**src/rtl/xalu_seq.sv**
```systemverilog
// rtl/xalu_seq.sv - multi-cycle slice-serial ALU with handshakes and optional accumulator (XALU_SEQ_ACC_EN)
module xalu_seq #(
    parameter int DATA_W  = 16,
    parameter int SLICE_W = 4
) (
    input  logic              clk,
    input  logic              rst_n,
    input  logic              in_valid,
    output logic              in_ready,
    input  logic [DATA_W-1:0] in_a,
    input  logic [DATA_W-1:0] in_b,
    input  logic [2:0]        in_func,
    input  logic              in_com,
    input  logic              in_ci_left,
    input  logic              in_ci_right,
    input  logic              in_acc,
    output logic              out_valid,
    input  logic              out_ready,
    output logic [DATA_W-1:0] out_d,
    output logic              out_co_left,
    output logic              out_co_right,
    output logic              out_zero,
    output logic              out_neg_zero,
    output logic              out_equ
);

    localparam int NSLICE = DATA_W / SLICE_W;
    localparam int CNT_W  = (NSLICE > 1) ? $clog2(NSLICE) : 1;
    localparam logic [CNT_W-1:0] LAST_K = CNT_W'(NSLICE - 1);

    localparam logic [2:0] F_ADD = 3'd0;
    localparam logic [2:0] F_AND = 3'd1;
    localparam logic [2:0] F_OR  = 3'd2;
    localparam logic [2:0] F_XOR = 3'd3;
    localparam logic [2:0] F_PA  = 3'd4;
    localparam logic [2:0] F_PB  = 3'd5;
    localparam logic [2:0] F_SHR = 3'd6;
    localparam logic [2:0] F_SHL = 3'd7;

    typedef enum logic [1:0] {IDLE, EXEC, DONE} state_t;

    state_t              state;
    logic [DATA_W-1:0]   a_r;
    logic [DATA_W-1:0]   b_r;
    logic [2:0]          func_r;
    logic                com_r;
    logic                cil_r;
    logic                cir_r;
    logic [CNT_W-1:0]    k;
    logic                carry;
    logic [DATA_W-1:0]   res;

    logic [DATA_W-1:0]   a_eff;
    logic [DATA_W-1:0]   logic_full;
    logic [SLICE_W-1:0]  sl_a;
    logic [SLICE_W-1:0]  sl_b;
    logic [SLICE_W:0]    sum;
    logic [SLICE_W-1:0]  sl_res;
    logic [DATA_W-1:0]   next_res;
    logic                co_left_nx;
    logic                co_right_nx;

`ifdef XALU_SEQ_ACC_EN
    // Accumulate mode: previous result stands in for operand A
    assign a_eff = in_acc ? out_d : in_a;
`else
    logic unused_acc;
    assign unused_acc = in_acc;
    assign a_eff      = in_a;
`endif

    // Slice datapath: ADD ripples the registered carry, other functions slice a full-width value
    always_comb begin
        logic_full = '0;
        case (func_r)
            F_AND:   logic_full = a_r & b_r;
            F_OR:    logic_full = a_r | b_r;
            F_XOR:   logic_full = a_r ^ b_r;
            F_PA:    logic_full = a_r;
            F_PB:    logic_full = b_r;
            F_SHR:   logic_full = {cil_r, a_r[DATA_W-1:1]};
            F_SHL:   logic_full = {a_r[DATA_W-2:0], cir_r};
            default: logic_full = '0;
        endcase
        sl_a     = a_r[int'(k)*SLICE_W +: SLICE_W];
        sl_b     = b_r[int'(k)*SLICE_W +: SLICE_W];
        sum      = {1'b0, sl_a} + {1'b0, sl_b} + {{SLICE_W{1'b0}}, carry};
        sl_res   = (func_r == F_ADD) ? sum[SLICE_W-1:0] : logic_full[int'(k)*SLICE_W +: SLICE_W];
        sl_res   = sl_res ^ {SLICE_W{com_r}};
        next_res = res;
        next_res[int'(k)*SLICE_W +: SLICE_W] = sl_res;
        co_left_nx  = (func_r == F_ADD) ? sum[SLICE_W] :
                      (func_r == F_SHL) ? a_r[DATA_W-1] : 1'b0;
        co_right_nx = (func_r == F_SHR) ? a_r[0] : 1'b0;
    end

    // Control FSM with registered handshakes; outputs publish only on entry to DONE
    always_ff @(posedge clk or negedge rst_n) begin
        if (!rst_n) begin
            state        <= IDLE;
            in_ready     <= 1'b0;
            out_valid    <= 1'b0;
            a_r          <= '0;
            b_r          <= '0;
            func_r       <= '0;
            com_r        <= 1'b0;
            cil_r        <= 1'b0;
            cir_r        <= 1'b0;
            k            <= '0;
            carry        <= 1'b0;
            res          <= '0;
            out_d        <= '0;
            out_co_left  <= 1'b0;
            out_co_right <= 1'b0;
            out_zero     <= 1'b0;
            out_neg_zero <= 1'b0;
            out_equ      <= 1'b0;
        end else begin
            case (state)
                IDLE: begin
                    if (in_valid && in_ready) begin
                        a_r      <= a_eff;
                        b_r      <= in_b;
                        func_r   <= in_func;
                        com_r    <= in_com;
                        cil_r    <= in_ci_left;
                        cir_r    <= in_ci_right;
                        k        <= '0;
                        carry    <= in_ci_right;
                        res      <= '0;
                        in_ready <= 1'b0;
                        state    <= EXEC;
                    end else begin
                        in_ready <= 1'b1;
                    end
                end
                EXEC: begin
                    res   <= next_res;
                    carry <= sum[SLICE_W];
                    k     <= k + 1'b1;
                    if (k == LAST_K) begin
                        state        <= DONE;
                        out_valid    <= 1'b1;
                        out_d        <= next_res;
                        out_co_left  <= co_left_nx;
                        out_co_right <= co_right_nx;
                        out_zero     <= (next_res == '0);
                        out_neg_zero <= &next_res;
                        out_equ      <= (a_r == b_r);
                    end
                end
                DONE: begin
                    if (out_ready) begin
                        state     <= IDLE;
                        out_valid <= 1'b0;
                        in_ready  <= 1'b1;
                    end
                end
                default: state <= IDLE;
            endcase
        end
    end

endmodule

```
**config.mk**
```make
export PLATFORM = sky130hd
export DESIGN_NAME = xalu_seq
export DESIGN_NICKNAME = d
export VERILOG_FILES = /design/src/rtl/xalu_seq.sv
export SDC_FILE = /design/constraint.sdc
export NUM_CORES = 1
export LEC_CHECK = 0
export CAP_MARGIN = 20
export CELL_PAD_IN_SITES_DETAIL_PLACEMENT = 1
export CELL_PAD_IN_SITES_GLOBAL_PLACEMENT = 2
export CORE_MARGIN = 4
export CORE_UTILIZATION = 35
export DETAILED_ROUTE_END_ITERATION = 8
export MAX_ROUTING_LAYER = met4
export PLACE_DENSITY_LB_ADDON = 0.1
export RECOVER_POWER = 100
export SYNTH_ARGS = -nofsm -noshare
export SYNTH_HDL_FRONTEND = slang
export SYNTH_SLANG_ARGS = --single-unit
```
**constraint.sdc**
```tcl
create_clock -name clk -period 4.5 [get_ports clk]
set_input_delay 0.9 -clock clk [delete_from_list [all_inputs] [get_ports clk]]
set_output_delay 0.9 -clock clk [all_outputs]
set_load 0.02 [all_outputs]
```
# ---- After elaboration in Yosys (flattened, before gate mapping)
# Index checks and enable logic that the tools add are counted.
dict set report word_totals {
  reg_bits 82
  latch_bits 0
  mem_bits_rw 0
  mem_bits_ro 0
  output_inout_bits 23
  wordCells 81
  mem_count 0
}
dict set report classes {
  addsub 4
  multipliers 0
  div 0
  magnitude_cmp 0
  n_eq_ne 14
  shift 5
  n_mux 22
  bitwise_logic 4
  reduce_logical 14
}
# operator n
set op_table {}
lappend op_table {{$pmux W16 S7} 1}
lappend op_table {{$shiftx A16 B5 Y4} 3}
lappend op_table {{$neg A4 Y33} 1}
lappend op_table {{$shift A4 B33 Y16 const A} 1}
lappend op_table {{$shiftx A4 B33 Y16} 1}
lappend op_table {{$pmux W16 S2} 1}
lappend op_table {{$and A16 B16 Y16} 1}
lappend op_table {{$bwmux W16} 1}
lappend op_table {{$eq A16 B16 Y1} 1}
lappend op_table {{$logic_not A16 Y1} 1}
lappend op_table {{$mux W16} 1}
lappend op_table {{$or A16 B16 Y16} 1}
lappend op_table {{$reduce_and A16 Y1} 1}
lappend op_table {{$xor A16 B16 Y16} 1}
lappend op_table {{$eq A3 B3 Y1 const B} 4}
lappend op_table {{$mux W1} 8}
lappend op_table {{$mux W2} 4}
lappend op_table {{$reduce_and A2 Y1} 4}
lappend op_table {{$eq A3 B2 Y1 const B} 2}
lappend op_table {{$ne A2 B2 Y1 const B} 3}
lappend op_table {{$pmux W1 S2} 3}
lappend op_table {{$pmux W2 S3} 1}
lappend op_table {{$reduce_and A3 Y1} 2}
lappend op_table {{$reduce_bool A2 Y1} 3}
lappend op_table {{other kinds (12)} 13}

# ---- Depth between registers and ports, before layout
# Gate-level depths: netlist of run 1.
dict set report logic_depth {
  depth_word 8
  ltp_mapped 15
  mapped_depth_nobuf 13
}

# ---- Worst setup path after synthesis of run 1
# No wires, ideal clock.
dict set report synth_timing {
  path_type {reg2reg}
  start {register k[0]}
  end {register out_neg_zero}
  setup_time_ns 0.092
  arrival_time_ns 4.029
  required_ns 4.408
  slack_ns 0.379
  stages_incl_launch_ff 16
  path_buffers 2
  period_less_slack_ns 4.121
  cell_sequence {dfrtp_1 buf_2 buf_1 mux4_2 fa_1 inv_1 fa_1 nor4_1 or3_1 o41ai_1 a41oi_1 nand3_1 a2bb2oi_1 nor4_1 nand2_1 o31ai_2}
}
dict set report synth_via {
  elab_chain_len 8
}
# element line_no
set synth_rtl {}
lappend synth_rtl {{start, declared} 49} ;# logic [CNT_W-1:0] k;
lappend synth_rtl {{start signal, assigned} 140} ;# k <= k + 1'b1;
lappend synth_rtl {{$shiftx A16 B5 Y4 (on tied branches)} {85, 86}}
lappend synth_rtl {{$add A4 B4 Y5} 87} ;# sum = {1'b0, sl_a} + {1'b0, sl_b} + {{SLICE_W{1'b0}}, carry};
lappend synth_rtl {{$add A5 B1 Y5} 87}
lappend synth_rtl {{$mux W4} 88} ;# sl_res = (func_r == F_ADD) ? sum[SLICE_W-1:0] : logic_full[int'(k)*SLICE_W +: SLICE_W];
lappend synth_rtl {{$xor A4 B4 Y4} 89} ;# sl_res = sl_res ^ {SLICE_W{com_r}};
lappend synth_rtl {{$shiftx A4 B33 Y16} 91} ;# next_res[int'(k)*SLICE_W +: SLICE_W] = sl_res;
lappend synth_rtl {{$bwmux W16} 91}
lappend synth_rtl {{$reduce_and A16 Y1} 148} ;# out_neg_zero <= &next_res;
lappend synth_rtl {{end signal, assigned} 148}
lappend synth_rtl {{end, declared} 23} ;# output logic out_neg_zero,
# Several ways; a longest one is shown, not always the timed one.
# A chain may end at the register's enable or synchronous reset.

# ---- Final worst setup path of run 1
dict set report layout_timing {
  start {register k[1]}
  end {register out_neg_zero}
}
# The elaborated chain is that of the path after synthesis.

==> flow_metrics.py, run 1 <==
metrics = {
    "run_status": {
        "status": "finished with violations",
        "violations": "capacitance limit, slew limit",
    },
    "placement": {
        "io_buffer_count": 64,
        "pre_cts_ws_ps": 440,
        "placedCellCount": 878,
        "post-dp-hpwl_um": 14000,
        "gp_congestion": 0.939,
    },
    "timing": {
        "hold_viol_final": 0,
        "finClkSkew_ps": 8.73,
        "setup_tns_ps": 0,
        "drv_slew": 141,
        "min_period_over_period": 0.935,
        "grt_setup_unrepaired": "false",
        "setup_slack_ps": 292,
        "max_clock_freq_mhz": 238,
        "worst_pin_slew_ps": 2270,
        "min_period_ps": 4210,
        "slew_headroom": -0.515,
        "setup_viol": 0,
    },
    "final_layout": {
        "fill_cells": 1814,
        "drive_gt1_frac": 0.0863,
        "stdcell_count": 895,
        "fin_nets": 765,
        "antenna_cells": 0,
        "syn_to_final_growth_pct": 20.9,
    },
    "yosys": {
        "synthTopCellsByCount": "nand2_1, dfrtp_1, o21ai_0, inv_1, ha_1",
        "yosysSeqAreaShare": 0.366,
        "synth_top_area_cell": "dfrtp_1",
        "synth_edf_count": 0,
        "synthTopCellsByArea": "dfrtp_1, ha_1, o21ai_0",
        "ys_ff_latch": 82,
        "syn_inst": 614,
        "syn-cell-area_um2": 5610,
        "yosys_warnings": 0,
        "synthFlopType": "dfrtp_1",
        "synth_area_per_cell_um2": 9.13,
        "synthesis.nets": 700,
        "yosys.area.top_type_share": 0.366,
        "ys_types": 70,
        "synth.most_common_cell": "nand2_1",
        "synthArstFlopShare": 1.00,
    },
    "worst_setup_path": {
        "worstPathArrival_ps": 4460,
        "cp-end-kind": "flip-flop",
        "rrSetupSlack_ps": 290,
        "critPathMaxFanout": 11,
        "critPathKind": "flip-flop to flip-flop",
        "crit_start": "k[1]",
        "worstSetupStartpointType": "flip-flop",
        "worstReg2RegStart": "k[1]",
        "required_ps": 4750,
    },
    "global_route": {
        "overflow": 0,
        "first_global_vias": 5122,
        "antenna_found_initial": 0,
        "grt_pass1_wl_um": 29600,
        "globalRouteTotalUtil": 0.217,
        "grt_max_degree": 56,
    },
    "drt": {
        "drc": 0,
        "routed_wirelength_um": 18400,
        "drt-vias-per-instance": 5.57,
        "route.vias.total": 4985,
        "dr.pass1.iters": 5,
        "wl_per_cell_um": 20.6,
        "ant_nets": 0,
        "first_iter_violations": 325,
    },
    "clock_network": {
        "root_buffer": "clkbuf_16",
        "clk_path_buf_depth": 2,
        "cts_tree": "done",
        "clock_latency_ps": 350,
        "cts.sinks": 82,
        "ctsResizeCount": 0,
        "clkTransAtPathRegs_ps": 60,
        "htree_levels": 3,
        "numCtsBuffers": 9,
        "postCtsHoldBufs": 0,
        "post_cts_buffers": 0,
    },
    "die": {
        "rows": 45,
        "core_area_um2": 15400,
        "die_x_um": 135,
        "dieArea_um2": 18100,
        "fp.dieH_um": 135,
        "initial_core_util": 0.363,
        "io_pins": 66,
    },
    "power_and_ir_drop": {
        "p_total_uw": 5470,
        "p_sw_frac": 0.494,
        "p_sw_uw": 2700,
        "p_comb_frac": 0.597,
        "p_int_uw": 2770,
        "pwr_density_cell_nw_per_um2": 808,
        "p_seq_frac": 0.276,
        "p_leak_uw": 0.00295,
        "peakVddDrop_v": 0.000316,
        "p_clk_frac": 0.126,
    },
    "worst_hold_path": {
        "hp-start": "out_d[4]",
        "min_path_type": "flip-flop to flip-flop",
    },
    "flow_run": {
        "cap_viol_max_count": 3,
    },
}
[power by group through the flow]
stage | logic, uW | clock network, uW | registers (uW)
final | 3270 | 691 | 1510
after global routing | 3620 | 747 | 1570
after CTS | 3290 | 718 | 1510
after detailed placement | 3270 | 0 | 1520
after global placement | 3220 | 0 | 1510
after floorplan | 2220 | 0 | 1350
[cell type report]
class,count,area (um^2),area share
Multi-Input combinational cell,444,3160,0.466
Sequential cell,82,2050,0.303
Timing Repair Buffer,92,847,0.125
Tap cell,211,264,0.0389
Clock buffer,10,229,0.0338
Inverter,50,188,0.0277
Clock inverter,6,42.5,0.00628
[cell usage in the layout (no fill, tap or decap), types with 6 or more instances in the layout]
cell             count
mux4_2              10
clkdlybuf4s50_1     38
nand3_1             23
nor2_1              17
dfrtp_1             82
nor4_1               7
mux2i_1             24
nor2b_1             18
a21oi_1              8
o2bb2ai_1            8
dlygate4sd3_1       25
o21ai_0             78
a221oi_1             6
clkbuf_16            9
clkbuf_1             6
ha_1                41
a2bb2oi_1            6
nand2_1             84
buf_4               22
inv_1               49
a211oi_1             8
[critical path, stage by stage (launching register included)]
cell and delay [ps]:
dfrtp_1 710, mux4_2 410, fa_1 430, inv_1 80
fa_1 220, nor2b_1 150, nor3_1 60, a41oi_1 610
and3_1 320, a221oi_1 110, or3_1 360, or4_1 470
o31ai_2 190
[final timing paths]
kind,to,cells after the start
min in group asynchronous,func_r[2],1
max in group asynchronous,state[1],2
worst max register to register,out_neg_zero,12
worst min register to register,out_d[4],2
worst min-delay path,out_d[4],2
worst max-delay path,out_neg_zero,12
[flip-flops by register name (all words and copies together) (netlist names), 2 cells and up]
signal and cells:
res 16, out_d 16, state 2, a_r 16
b_r 16, k 2, func_r 3
[cells by family (layout without fill, tap and decap cells)]
family          after synthesis  after routing  share of synthesized area
mux                          38             38                     0.0917
buf+inv                      88            158                     0.0663
simple gates                185            185                      0.157
flops                        82             82                      0.366
compound gates              177            177                      0.219
xor+xnor                      1              1                    0.00156
fa+ha+maj                    43             43                     0.0987
[metal layers]
layer / share of wire / track usage
met5: 0 / -
met1: 0.49 / 0.302
met4: 0.020 / 0.0667
met2: 0.44 / 0.323
met3: 0.047 / 0.0410
[stage by stage]
stage	hold WS, ps	util	area, um^2
4_1_cts	484	0.441	6800
3_5_place_dp	469	0.423	6530
3_3_place_gp	461	0.423	6530
5_1_grt	500	0.439	6780
2_1_floorplan	446	-	5610
6_report	468	0.439	6780
Power figures use the tool's default switching activity.
==> run 2, diff against run 1 <==
clock period = 4.7 ns   (was 4.5 ns; I/O delays follow)
==> run 2 against run 1 <==
  * The flow still finishes with violations (capacitance limit, slew limit)
  * Cell count decreased by 0.78%
  * Total power fell by 2.4%
  * Utilization up 0.073 points
  * Sequential cell count stayed put
  * Critical endpoint unchanged
  * Largest cell class unchanged
  * Largest power group unchanged
  * Highest routed layer unchanged
==> flow_metrics.py, run 2 (synthesis results as in run 1) <==
metrics = {
    "run_status": {
        "status": "finished with violations",
        "violations": "capacitance limit, slew limit",
    },
    "timing": {
        "drv_slew": 134,
        "slew_headroom": -0.439,
        "finClkSkew_ps": 7.80,
        "min_period_over_period": 0.911,
        "grt_setup_unrepaired": "false",
        "max_clock_freq_mhz": 234,
        "setup_tns_ps": 0,
        "hold_viol_final": 0,
        "setup_slack_ps": 421,
        "worst_pin_slew_ps": 2160,
        "setup_viol": 0,
        "min_period_ps": 4280,
    },
    "die": {
        "rows": 45,
        "fp.dieH_um": 135,
        "die_x_um": 135,
        "initial_core_util": 0.363,
        "io_pins": 66,
        "dieArea_um2": 18100,
        "core_area_um2": 15400,
    },
    "clock_network": {
        "clk_path_buf_depth": 2,
        "cts.sinks": 82,
        "postCtsHoldBufs": 0,
        "clock_latency_ps": 350,
        "cts_tree": "done",
        "root_buffer": "clkbuf_16",
        "numCtsBuffers": 9,
        "clkTransAtPathRegs_ps": 70,
        "post_cts_buffers": 0,
        "ctsResizeCount": 0,
        "htree_levels": 3,
    },
    "global_route": {
        "globalRouteTotalUtil": 0.215,
        "antenna_found_initial": 0,
        "grt_max_degree": 51,
        "grt_pass1_wl_um": 29800,
        "first_global_vias": 5143,
        "overflow": 0,
    },
    "drt": {
        "wl_per_cell_um": 20.6,
        "dr.pass1.iters": 5,
        "drc": 0,
        "routed_wirelength_um": 18300,
        "first_iter_violations": 333,
        "ant_nets": 0,
        "route.vias.total": 5001,
        "drt-vias-per-instance": 5.63,
    },
    "worst_setup_path": {
        "worstPathArrival_ps": 4550,
        "crit_top_cell": "fa_1",
        "critPathMaxFanout": 14,
        "critPathKind": "flip-flop to flip-flop",
        "cp-end-kind": "flip-flop",
        "cp_slowest_cell": "dfrtp_1",
        "required_ps": 4970,
        "worstSetupStartpointType": "flip-flop",
        "crit_chain": "mux4_2 -> fa_1 -> inv_1 -> fa_1 -> nor2b_1 -> nor3_1 -> a41oi_1 -> and3_1 -> a221oi_1 -> or3_1 -> or4_1 -> o31ai_2",
        "worst-path-buf-inv": 1,
        "max_stage_delay_ps": 740,
        "cp_top_family": "simple AND/OR/NAND/NOR gates",
    },
    "placement": {
        "pre_cts_ws_ps": 598,
        "dpl-instance-area_um2": 6470,
        "io_buffer_count": 64,
        "post-dp-hpwl_um": 13800,
        "gp_congestion": 0.922,
    },
    "final_layout": {
        "final_common_cell": "nand2_1",
        "drive_gt1_frac": 0.0783,
        "fin_nets": 758,
        "mostFrequentLayoutCells": "nand2_1, dfrtp_1, o21ai_0",
        "fill_cells": 1820,
        "antenna_cells": 0,
        "design_area_um2": 6790,
        "syn_to_final_growth_pct": 21.1,
    },
    "power_and_ir_drop": {
        "pwr_density_cell_nw_per_um2": 787,
        "peakVddDrop_v": 0.000292,
        "p_leak_uw": 0.00295,
    },
    "flow_run": {
        "cap_viol_max_count": 3,
    },
    "worst_hold_path": {
        "min_path_type": "flip-flop to flip-flop",
    },
}
-- run 2: tightest hold or removal path, stage by stage, from the launching register on --
cell     delay [ps]
dfrtp_1         340
nand2_1          40
o21ai_0          60
-- run 2: cell type report --
cell class	instances	area (um^2)	area share
Timing Repair Buffer	85	795	0.117
Sequential cell	82	2050	0.302
Inverter	50	188	0.0276
Multi-Input combinational cell	444	3160	0.465
Clock inverter	6	96.3	0.0142
Tap cell	211	264	0.0389
Clock buffer	10	239	0.0352
-- run 2: stage by stage --
stage                     total power, uW  hold slack [ps]  utilization  std cells
after floorplan                      3410              446            -        614
after global placement               4470              462        0.420        871
after detailed placement             4530              470        0.420        871
after CTS                            5370              485        0.441        887
after global routing                 5750              498        0.440        888
final                                5340              472        0.440        888
-- run 2: metal layers --
layer	GRT usage	vias to the layer above	routed length, um
li1	-	2333	-
met1	0.309	2523	8990
met2	0.315	126	8090
met3	0.0332	19	956
met4	0.0633	0	280
met5	-	-	0
-- run 2: path summary, 6_finish.rpt --
kind                       depth (start not counted)           end  slack (ps)     start
setup / recovery                                  12  out_neg_zero         420      k[1]
min in group asynchronous                          1        a_r[3]        1200     rst_n
hold reg to reg                                    2      out_d[6]         470  out_d[6]
max in group asynchronous                          2      in_ready        1440     rst_n
hold / removal                                     2      out_d[6]         470  out_d[6]
setup reg to reg                                  12  out_neg_zero         420      k[1]
-- run 2: where the power goes --
part	internal, uW	switching [uW]
sequential	998	451
clock	487	322
combinational	1260	1820
